<file path="config.mk">
export PLATFORM = sky130hd
export DESIGN_NAME = div_sequencer
export DESIGN_NICKNAME = d
export VERILOG_FILES = /design/src/rtl/div_sequencer.sv
export SDC_FILE = /design/constraint.sdc
export NUM_CORES = 1
export LEC_CHECK = 0
export ABC_AREA = 1
export CELL_PAD_IN_SITES_DETAIL_PLACEMENT = 0
export CELL_PAD_IN_SITES_GLOBAL_PLACEMENT = 2
export CORE_ASPECT_RATIO = 1.1
export CORE_UTILIZATION = 39
export DETAILED_ROUTE_END_ITERATION = 7
export DONT_BUFFER_PORTS = 1
export PLACE_DENSITY_LB_ADDON = 0.1
export SLEW_MARGIN = 15
export SYNTH_ARGS = -nofsm -noshare
export SYNTH_HDL_FRONTEND = slang
export SYNTH_SLANG_ARGS = --single-unit
</file>
<file path="constraint.sdc">
create_clock -name clk -period 10 [get_ports clk]
set_input_delay 2 -clock clk [delete_from_list [all_inputs] [get_ports clk]]
set_output_delay 2 -clock clk [all_outputs]
set_load 0.05 [all_outputs]
</file>
<file path="src/rtl/div_sequencer.sv">
// Sequential 32-bit DIV/DIVU unit for the EX stage: restoring, one bit per cycle.
// Define DIV_EARLY_OUT_EN to finish at once when |dividend| < |divisor|.
module div_sequencer (
  input  logic        clk,
  input  logic        rst,
  input  logic        start,
  input  logic        signed_op,
  input  logic [31:0] dividend,
  input  logic [31:0] divisor,
  input  logic        annul,
  output logic        stall_request,
  output logic        done,
  output logic [31:0] quotient,
  output logic [31:0] remainder,
  output logic        div_by_zero
);

  localparam logic [1:0] S_IDLE = 2'd0;
  localparam logic [1:0] S_DZ   = 2'd1;
  localparam logic [1:0] S_RUN  = 2'd2;
  localparam logic [1:0] S_DONE = 2'd3;

  logic [1:0]  r_state;
  logic [5:0]  r_cnt;
  logic [32:0] r_prem;
  logic [31:0] r_qsh;
  logic [31:0] r_dvsr;
  logic [31:0] r_dvnd;
  logic        r_q_neg;
  logic        r_r_neg;
  logic [31:0] r_quo;
  logic [31:0] r_rem;
  logic        r_dz;

  logic [1:0]  w_state_nx;
  logic        w_to_done;
  logic        w_accept;
  logic        w_early;
  logic [31:0] w_abs_a;
  logic [31:0] w_abs_b;
  logic [33:0] w_shift;
  logic [33:0] w_diff;
  logic        w_ge;
  logic [32:0] w_prem_nx;
  logic [31:0] w_q_nx;
  logic [31:0] w_q_fin;
  logic [31:0] w_r_fin;
  logic [31:0] w_res_q;
  logic [31:0] w_res_r;
  logic        w_res_dz;

  assign w_accept = (r_state == S_IDLE)
                  & start & ~annul;

  // Two's-complement negate of 0x80000000 is its own unsigned magnitude.
  assign w_abs_a = (signed_op & dividend[31])
                 ? -dividend : dividend;
  assign w_abs_b = (signed_op & divisor[31])
                 ? -divisor : divisor;

`ifdef DIV_EARLY_OUT_EN
  assign w_early = (divisor != 32'd0)
                 & (w_abs_a < w_abs_b);
`else
  assign w_early = 1'b0;
`endif

  assign w_shift   = {r_prem, r_qsh[31]};
  assign w_diff    = w_shift - {2'b00, r_dvsr};
  assign w_ge      = ~w_diff[33];
  assign w_prem_nx = w_ge ? w_diff[32:0]
                          : w_shift[32:0];
  assign w_q_nx    = {r_qsh[30:0], w_ge};

  assign w_q_fin = r_q_neg ? -w_q_nx : w_q_nx;
  assign w_r_fin = r_r_neg ? -w_prem_nx[31:0]
                           : w_prem_nx[31:0];

  always_comb begin
    w_state_nx = r_state;
    w_to_done  = 1'b0;
    w_res_q    = w_q_fin;
    w_res_r    = w_r_fin;
    w_res_dz   = 1'b0;
    unique case (r_state)
      S_IDLE: begin
        if (start) begin
          if (divisor == 32'd0) begin
            w_state_nx = S_DZ;
          end else if (w_early) begin
            w_state_nx = S_DONE;
            w_to_done  = 1'b1;
            w_res_q    = 32'd0;
            w_res_r    = dividend;
          end else begin
            w_state_nx = S_RUN;
          end
        end
      end
      S_DZ: begin
        w_state_nx = S_DONE;
        w_to_done  = 1'b1;
        w_res_q    = 32'hFFFF_FFFF;
        w_res_r    = r_dvnd;
        w_res_dz   = 1'b1;
      end
      S_RUN: begin
        if (r_cnt == 6'd31) begin
          w_state_nx = S_DONE;
          w_to_done  = 1'b1;
        end
      end
      S_DONE: begin
        w_state_nx = S_IDLE;
      end
      default: begin
        w_state_nx = S_IDLE;
      end
    endcase
    // A flush wins over every transition and keeps the old result.
    if (annul) begin
      w_state_nx = S_IDLE;
      w_to_done  = 1'b0;
    end
  end

  always_ff @(posedge clk or negedge rst) begin
    if (!rst) begin
      r_state <= S_IDLE;
      r_cnt   <= 6'd0;
      r_prem  <= 33'd0;
      r_qsh   <= 32'd0;
      r_dvsr  <= 32'd0;
      r_dvnd  <= 32'd0;
      r_q_neg <= 1'b0;
      r_r_neg <= 1'b0;
    end else begin
      r_state <= w_state_nx;
      if (w_accept) begin
        r_dvnd  <= dividend;
        r_qsh   <= w_abs_a;
        r_dvsr  <= w_abs_b;
        r_prem  <= 33'd0;
        r_cnt   <= 6'd0;
        r_q_neg <= signed_op
                 & (dividend[31] ^ divisor[31]);
        r_r_neg <= signed_op & dividend[31];
      end else if ((r_state == S_RUN) && !annul) begin
        r_prem <= w_prem_nx;
        r_qsh  <= w_q_nx;
        r_cnt  <= r_cnt + 6'd1;
      end
    end
  end

  always_ff @(posedge clk or negedge rst) begin
    if (!rst) begin
      r_quo <= 32'd0;
      r_rem <= 32'd0;
      r_dz  <= 1'b0;
    end else if (w_to_done) begin
      r_quo <= w_res_q;
      r_rem <= w_res_r;
      r_dz  <= w_res_dz;
    end
  end

  assign stall_request = w_accept
                       | (r_state == S_RUN)
                       | (r_state == S_DZ);
  assign done        = (r_state == S_DONE);
  assign quotient    = r_quo;
  assign remainder   = r_rem;
  assign div_by_zero = r_dz;

endmodule

</file>
==> summary.txt, run 1 <==
Status
  – Result of the run: finished, final reports clean

Floorplan
  – Die Area: 37430 µm²
  – Chip Height: between 200 and 250 µm
  – Chip width: between 150 and 200 µm
  – Cell Rows: 73
  – CORE AREA: ~36000 µm²
  – I/O pin cnt: 136
  – Starting Density: 0.3953

Clock tree
  – Number of post-CTS setup repair buffers: 0
  – Hold_buf cts: 0
  – Clk slew on worst S/H paths: around 0.060 ns
  – Deepest clock path buffer count: 3
  – Clk Tree Root Cell: sky130_fd_sc_hd__clkbuf_16
  – Clock Latency Late Sink: roughly 0.56 ns
  – Clock Sink Count: about 200
  – Clock tree from TritonCTS: built
  – H-Tree Depth: 1
  – Resized cells post-CTS: 0
  – Clock buffer count from CTS: 26

Detailed routing
  – Residual DRC count: 0
  – Detail-routed net length per standard cell: approximately 19 µm
  – Detailed Route WL: roughly 48000 µm
  – Total iterations of the first detailed-routing run: 5
  – Vias per cell: 5.205
  – Via total after detailed routing: between 10000 and 15000
  – Detailed router's first-iteration violation count: between 700 and 800
  – Post-DRT Antenna Nets: 0

Logic synthesis
  – Mean Syn Cell Area: just under 7 µm²
  – Most common cell in the netlist: sky130_fd_sc_hd__nand2_1
  – Post-synth top area share: 0.3570
  – Post-Synthesis Net Count: ~2200
  – Portion of the post-synthesis area used by sequential elements: 0.3570
  – Area of the mapped netlist: roughly 14000 µm²
  – Synth area leader: sky130_fd_sc_hd__dfrtp_1
  – Number of distinct library cells after synthesis: 54
  – Gate Count Post-Synth: roughly 2100
  – Commonest cells in the netlist: sky130_fd_sc_hd__nand2_1 (552), sky130_fd_sc_hd__inv_1 (275), sky130_fd_sc_hd__dfrtp_1 (204)
  – Leading cell types by total area after synthesis: sky130_fd_sc_hd__dfrtp_1 (36%), sky130_fd_sc_hd__nand2_1 (14%), sky130_fd_sc_hd__inv_1 (7.2%)
  – Post-synth EDFFs: 0
  – Synth Register Bits: 204
  – Asr flop ratio synth: 1.000
  – Synth Flop Type: sky130_fd_sc_hd__dfrtp_1
  – Number of warnings printed during yosys synthesis: 0

Final layout
  – Area Overhead vs Synth: 9.206%
  – ANT cells: 0
  – Storage cell area: 5105 µm²
  – Layout net count: between 2000 and 2500
  – Core occupancy in the finished layout: 0.4317
  – Cell area after layout: 15610 µm²
  – Area used by multi-input combinational logic: 7825 µm²
  – Fraction of layout instances using a drive strength above 1: 0.05131
  – Number of filler cells placed in the layout: 3876

STA
  – Setup Total Neg Slack: 0 ns
  – Worst clock skew: roughly 0.04 ns
  – Worst setup slack after layout: approximately 4.2 ns
  – Clock period minus worst slack: between 5 and 6 ns
  – Slew at the pin with the worst max-slew slack: around 1.1 ns
  – Final number of max-transition violations: 0
  – Ratio of final minimum period to clock period: 0.5817
  – Final-report setup violation count: 0
  – Final Hold Vio Count: 0
  – Maximum frequency from static timing analysis: approximately 0.17 GHz
  – Setup repair after global routing missed its margin: false
  – Relative max-transition margin: 0.2527

Place
  – Count of port buffers added during placement: 0
  – Setup slack after placement: 4.186 ns
  – Placed cell area: approximately 15000 µm²
  – RePlAce Congestion: approximately 0.91
  – Estimated wirelength of the detail-placed design: around 37000 µm

Worst setup path
  – Arrival time of data at the critical path endpoint: 3.82 ns
  – Required time reported for the critical path endpoint: ~8 ns
  – Startpoint Class: input port
  – Worst-path fanout max: 70
  – Category of the critical setup timing path: in -> out
  – Worst setup EP type: primary output

Flow run
  – Maxcap violations: 0

Global route
  – Global-route wire length before repair: 75570 µm
  – Total congestion overflow: 0
  – Largest net degree at the start of global routing: just over 200
  – Initial antenna violation count: 0
  – Overall global routing resource usage: 0.2617
  – Vias in the first global route: ~13000

Hold path
  – Worst hold-check path type: reg -> reg
## area by class of cell
class	instances	share of cell area
flip-flops and latches	204	0.3270
clock inverters	10	0.01034
clock buffers	37	0.04880
repair buffers	11	0.005289
inverters	284	0.06843
well taps	487	0.03903
multi-input cells	1520	0.5012
## state kept, by name, summed over array words and instances, names as in the netlist, 2 cells and up
signal	count
remainder	32
r_cnt	6
r_prem	33
r_dvnd	32
r_qsh	32
quotient	32
r_dvsr	32
r_state	2
## path summary, 6_finish.rpt
path / from / endpoint / slack [ns] / depth (start not counted)
worst max-delay path: annul / stall_request / 4.18 / 5
worst min-delay path: r_dvnd[0] / r_dvnd[0] / 0.47 / 2
worst max register to register: r_prem[7] / quotient[30] / 5.05 / 22
worst min register to register: r_dvnd[0] / r_dvnd[0] / 0.47 / 2
max in group asynchronous: rst / remainder[24] / 8.45 / 0
min in group asynchronous: rst / r_dvsr[15] / 1.14 / 0
## stage by stage
step / hold WS, ns / cells
global placement: 0.4559 / 2506
CTS: 0.4744 / 2553
floorplan: 0.4337 / 2079
finish: 0.4713 / 2553
detailed placement: 0.4596 / 2506
global route: 0.4821 / 2553
## kinds of logic (layout without fill, tap and decap cells)
family	Yosys count	in the layout	synth area share
xor gates and xnor gates	61	61	0.03737
DFF	204	204	0.3570
buffers and inverters	355	342	0.09688
AOI/OAI and AO/OA	409	409	0.1710
adders and majority gates	42	42	0.03728
and+or+nand+nor	1008	1008	0.3004
## routing by layer
| metal | vias up | part of all wire | global-route usage |
|---|---|---|---|
| li1 | 6796 | - | - |
| met1 | 6112 | 0.43 | 0.3243 |
| met2 | 304 | 0.48 | 0.4524 |
| met3 | 76 | 0.060 | 0.05094 |
| met4 | 0 | 0.031 | 0.08512 |
| met5 | - | 0 | 0 |
## worst max-delay path, cell delays in order
cell and delay, ns:
sky130_fd_sc_hd__or2_2 0.31, sky130_fd_sc_hd__nor2_4 0.08, sky130_fd_sc_hd__buf_4 0.50, sky130_fd_sc_hd__inv_4 0.40, sky130_fd_sc_hd__nand3_1 0.51
## placed cells by master (no fill, tap or decap), drive strengths merged, types with 3 or more instances in the layout
cell type  instances
dfrtp            204
clkinv            12
nor4              12
nand4             31
nand2            571
o221ai             5
nand3b             7
a31oi             12
a41oi              5
o22ai             45
o21bai             6
o211ai            16
a221oi            10
inv              278
a22oi             33
a211oi             7
nor3              39
buf               11
xor2              50
bufinv             4
ha                41
and2               3
o21ai            168
xnor2             11
clkbuf            37
o22a               4
nor2             212
nand3            130
o21a               5
a21oi             84
Power of run 1 is left out: the tool's default activity adds up to more than one toggle a clock period on the data nets, which glitch-free logic cannot reach.
==> run 2, diff against run 1 <==
--- a/config.mk
+++ b/config.mk
@@ -9,7 +9,7 @@
 export CELL_PAD_IN_SITES_DETAIL_PLACEMENT = 0
 export CELL_PAD_IN_SITES_GLOBAL_PLACEMENT = 2
 export CORE_ASPECT_RATIO = 1.1
-export CORE_UTILIZATION = 39
+export CORE_UTILIZATION = 37
 export DETAILED_ROUTE_END_ITERATION = 7
 export DONT_BUFFER_PORTS = 1
 export PLACE_DENSITY_LB_ADDON = 0.1
==> constraint.sdc (replaced) <==
create_clock -name clk -period 6.1 [get_ports clk]
set_input_delay 1.22 -clock clk [delete_from_list [all_inputs] [get_ports clk]]
set_output_delay 1.22 -clock clk [all_outputs]
set_load 0.05 [all_outputs]
==> summary.txt, run 2 (synthesis gave the netlist of run 1 again) <==
Status
  – Result of the run: finished, final reports clean

Global route
  – Initial antenna violation count: 0 (unchanged)
  – Global-route wire length before repair: 80850 µm (+7.0%)
  – Total congestion overflow: 0 (unchanged)
  – Overall global routing resource usage: 0.2662 (+0.004500)
  – Vias in the first global route: 13620 (+1.3%)
  – Largest net degree at the start of global routing: 205 (unchanged)

STA
  – Final Hold Vio Count: 0 (unchanged)
  – Setup Total Neg Slack: 0 ns (unchanged)
  – Setup repair after global routing missed its margin: false
  – Maximum frequency from static timing analysis: 0.2161 GHz
  – Ratio of final minimum period to clock period: 0.7586
  – Worst clock skew: 0.02059 ns (-0.01976 ns)
  – Final-report setup violation count: 0 (unchanged)
  – Final number of max-transition violations: 0 (unchanged)
  – Slew at the pin with the worst max-slew slack: 0.8464 ns (-0.2728 ns)
  – Worst setup slack after layout: 1.473 ns (-2.711 ns)
  – Relative max-transition margin: 0.4337 (+0.1810)
  – Clock period minus worst slack: between 4 and 5 ns

Worst setup path
  – Arrival time of data at the critical path endpoint: 5.06 ns (+1.24 ns)
  – Category of the critical setup timing path: reg -> reg
  – Startpoint Class: register
  – Worst-path fanout max: 10 (-86%)
  – Worst setup EP type: register
  – Required time reported for the critical path endpoint: 6.53 ns (-1.47 ns)
  – Highest cell delay on the worst timing path: 0.44 ns (-0.07 ns)
  – List of cells traversed by the critical path: ha_1, a21oi_1, nand2_1, nand2_1, nand2_1, inv_1, nand2_2, nand2_4, nand3_2, nand2_4, ha_1, nand4_1, nand3b_1, nor3_1, nand2_1, o21ai_0, o21ai_0, a21oi_1, o21ai_0, xor2_1, o22ai_1, inv_1
  – Slowest cell on the critical path: sky130_fd_sc_hd__dfrtp_1
  – Worst setup path startpoint: r_prem[11]
  – Launch instance of the worst register-to-register path: r_prem[11]
  – Most used cell, CP: sky130_fd_sc_hd__nand2_1

Clock tree
  – H-Tree Depth: 1 (unchanged)
  – Clk Tree Root Cell: sky130_fd_sc_hd__clkbuf_16
  – Clock Latency Late Sink: 0.56 ns (about the same)
  – Clock Sink Count: 204 (unchanged)
  – Number of post-CTS setup repair buffers: 0 (unchanged)
  – Resized cells post-CTS: 0 (unchanged)
  – Clock tree from TritonCTS: built
  – Deepest clock path buffer count: 3 (unchanged)
  – Hold_buf cts: 0 (unchanged)
  – Clock buffer count from CTS: 26 (unchanged)
  – Clk slew on worst S/H paths: 0.06 ns (about the same)

Place
  – Placed cell area: 14740 µm² (+0.37%)
  – Count of port buffers added during placement: 0 (unchanged)
  – RePlAce Congestion: 0.9597 (+5.7%)
  – Estimated wirelength of the detail-placed design: 39920 µm (+9.2%)
  – Setup slack after placement: 1.499 ns (-2.687 ns)

Detailed routing
  – Vias per cell: 5.249 (+0.85%)
  – Detailed router's first-iteration violation count: 925 (+18%)
  – Detailed Route WL: 51970 µm (+8.8%)
  – Post-DRT Antenna Nets: 0 (unchanged)
  – Residual DRC count: 0 (unchanged)
  – Via total after detailed routing: 13490 (+1.5%)
  – Total iterations of the first detailed-routing run: 5 (unchanged)
  – Detail-routed net length per standard cell: 20.22 µm (+8.0%)

Floorplan
  – Starting Density: 0.3753 (-0.02002)
  – Cell Rows: 75 (+2.7%)
  – Die Area: 39430 µm² (+5.3%)
  – CORE AREA: 38100 µm² (+5.3%)
  – Chip width: 189.4 µm (+2.6%)
  – Chip Height: 208.2 µm (+2.6%)
  – I/O pin cnt: 136 (unchanged)

Final layout
  – Cell area after layout: 15670 µm² (+0.34%)
  – Area Overhead vs Synth: 9.582%
  – Fraction of layout instances using a drive strength above 1: 0.05459 (+0.003282)
  – Most used cells in the layout excluding fill and tap cells: sky130_fd_sc_hd__nand2_1 (551), sky130_fd_sc_hd__inv_1 (275), sky130_fd_sc_hd__dfrtp_1 (204)
  – Layout net count: 2161 (+0.14%)
  – Core occupancy in the finished layout: 0.4112 (-0.02045)
  – ANT cells: 0 (unchanged)
  – Leading cell type in the layout, fill and taps excluded: sky130_fd_sc_hd__nand2_1
  – Largest register by flop count: r_prem
  – Flip-flop count of the largest register, all copies and words added: 33 (unchanged)
  – Number of filler cells placed in the layout: 4170 (+7.6%)

Flow run
  – Maxcap violations: 0 (unchanged)

Hold path
  – Worst hold-check path type: in -> async
-- run 2: cell types whose count changed in the layout (fill, tap and decap cells not counted), moves of 2 or more --
cell / change
sky130_fd_sc_hd__buf_4: +2
sky130_fd_sc_hd__clkbuf_1: -2
sky130_fd_sc_hd__clkbuf_8: -5
sky130_fd_sc_hd__clkinv_4: +3
sky130_fd_sc_hd__clkinvlp_4: +5
-- run 2: per-stage QoR --
stage          cells  hold slack, ns
2_1_floorplan   2079          0.4337
3_3_place_gp    2522          0.4550
3_5_place_dp    2522          0.4607
4_1_cts         2570          0.3303
5_1_grt         2570          0.3347
6_report        2570          0.3634
-- run 2: area by class of cell --
class | instances | area [µm²] | share of cell area
sequential | 204 | 5105 | 0.3258
inverter | 284 | 1069 | 0.06820
timing repair buffer | 14 | 117.6 | 0.007507
tap | 500 | 625.6 | 0.03993
clock buffer | 31 | 710.7 | 0.04536
clock inverter | 17 | 212.7 | 0.01358
multi-input combinational | 1520 | 7828 | 0.4996
-- run 2: path summary, 6_finish.rpt --
path / slack [ns] / cells past startpoint / to
min in group clk: 0.47 / 2 / r_dvnd[15]
hold reg to reg: 0.47 / 2 / r_dvnd[15]
max in group asynchronous: 5.28 / 0 / r_dvsr[27]
setup reg to reg: 1.47 / 22 / quotient[30]
hold / removal: 0.36 / 0 / r_qsh[4]
setup / recovery: 1.47 / 22 / quotient[30]
-- run 2: worst max-delay path: cells and delay by family, from the launching register on --
family	cells	cell delay, ns
flip-flops	1	0.44
buffers and inverters	2	0.13
XOR/XNOR	1	0.17
AND/OR/NAND/NOR	11	1.79
AO/OA/AOI/OAI	6	1.36
adder cells (fa/ha/maj)	2	0.61
-- run 2: layer usage --
metal  share of wire  GRT usage  vias to the layer above
met2            0.49     0.4649                      257
li1                -          -                     6804
met3           0.048    0.04690                       67
met1            0.43     0.3299                     6362
met4           0.031    0.08426                        0
met5               0          0                        -
Power of run 2 is left out for the same reason.
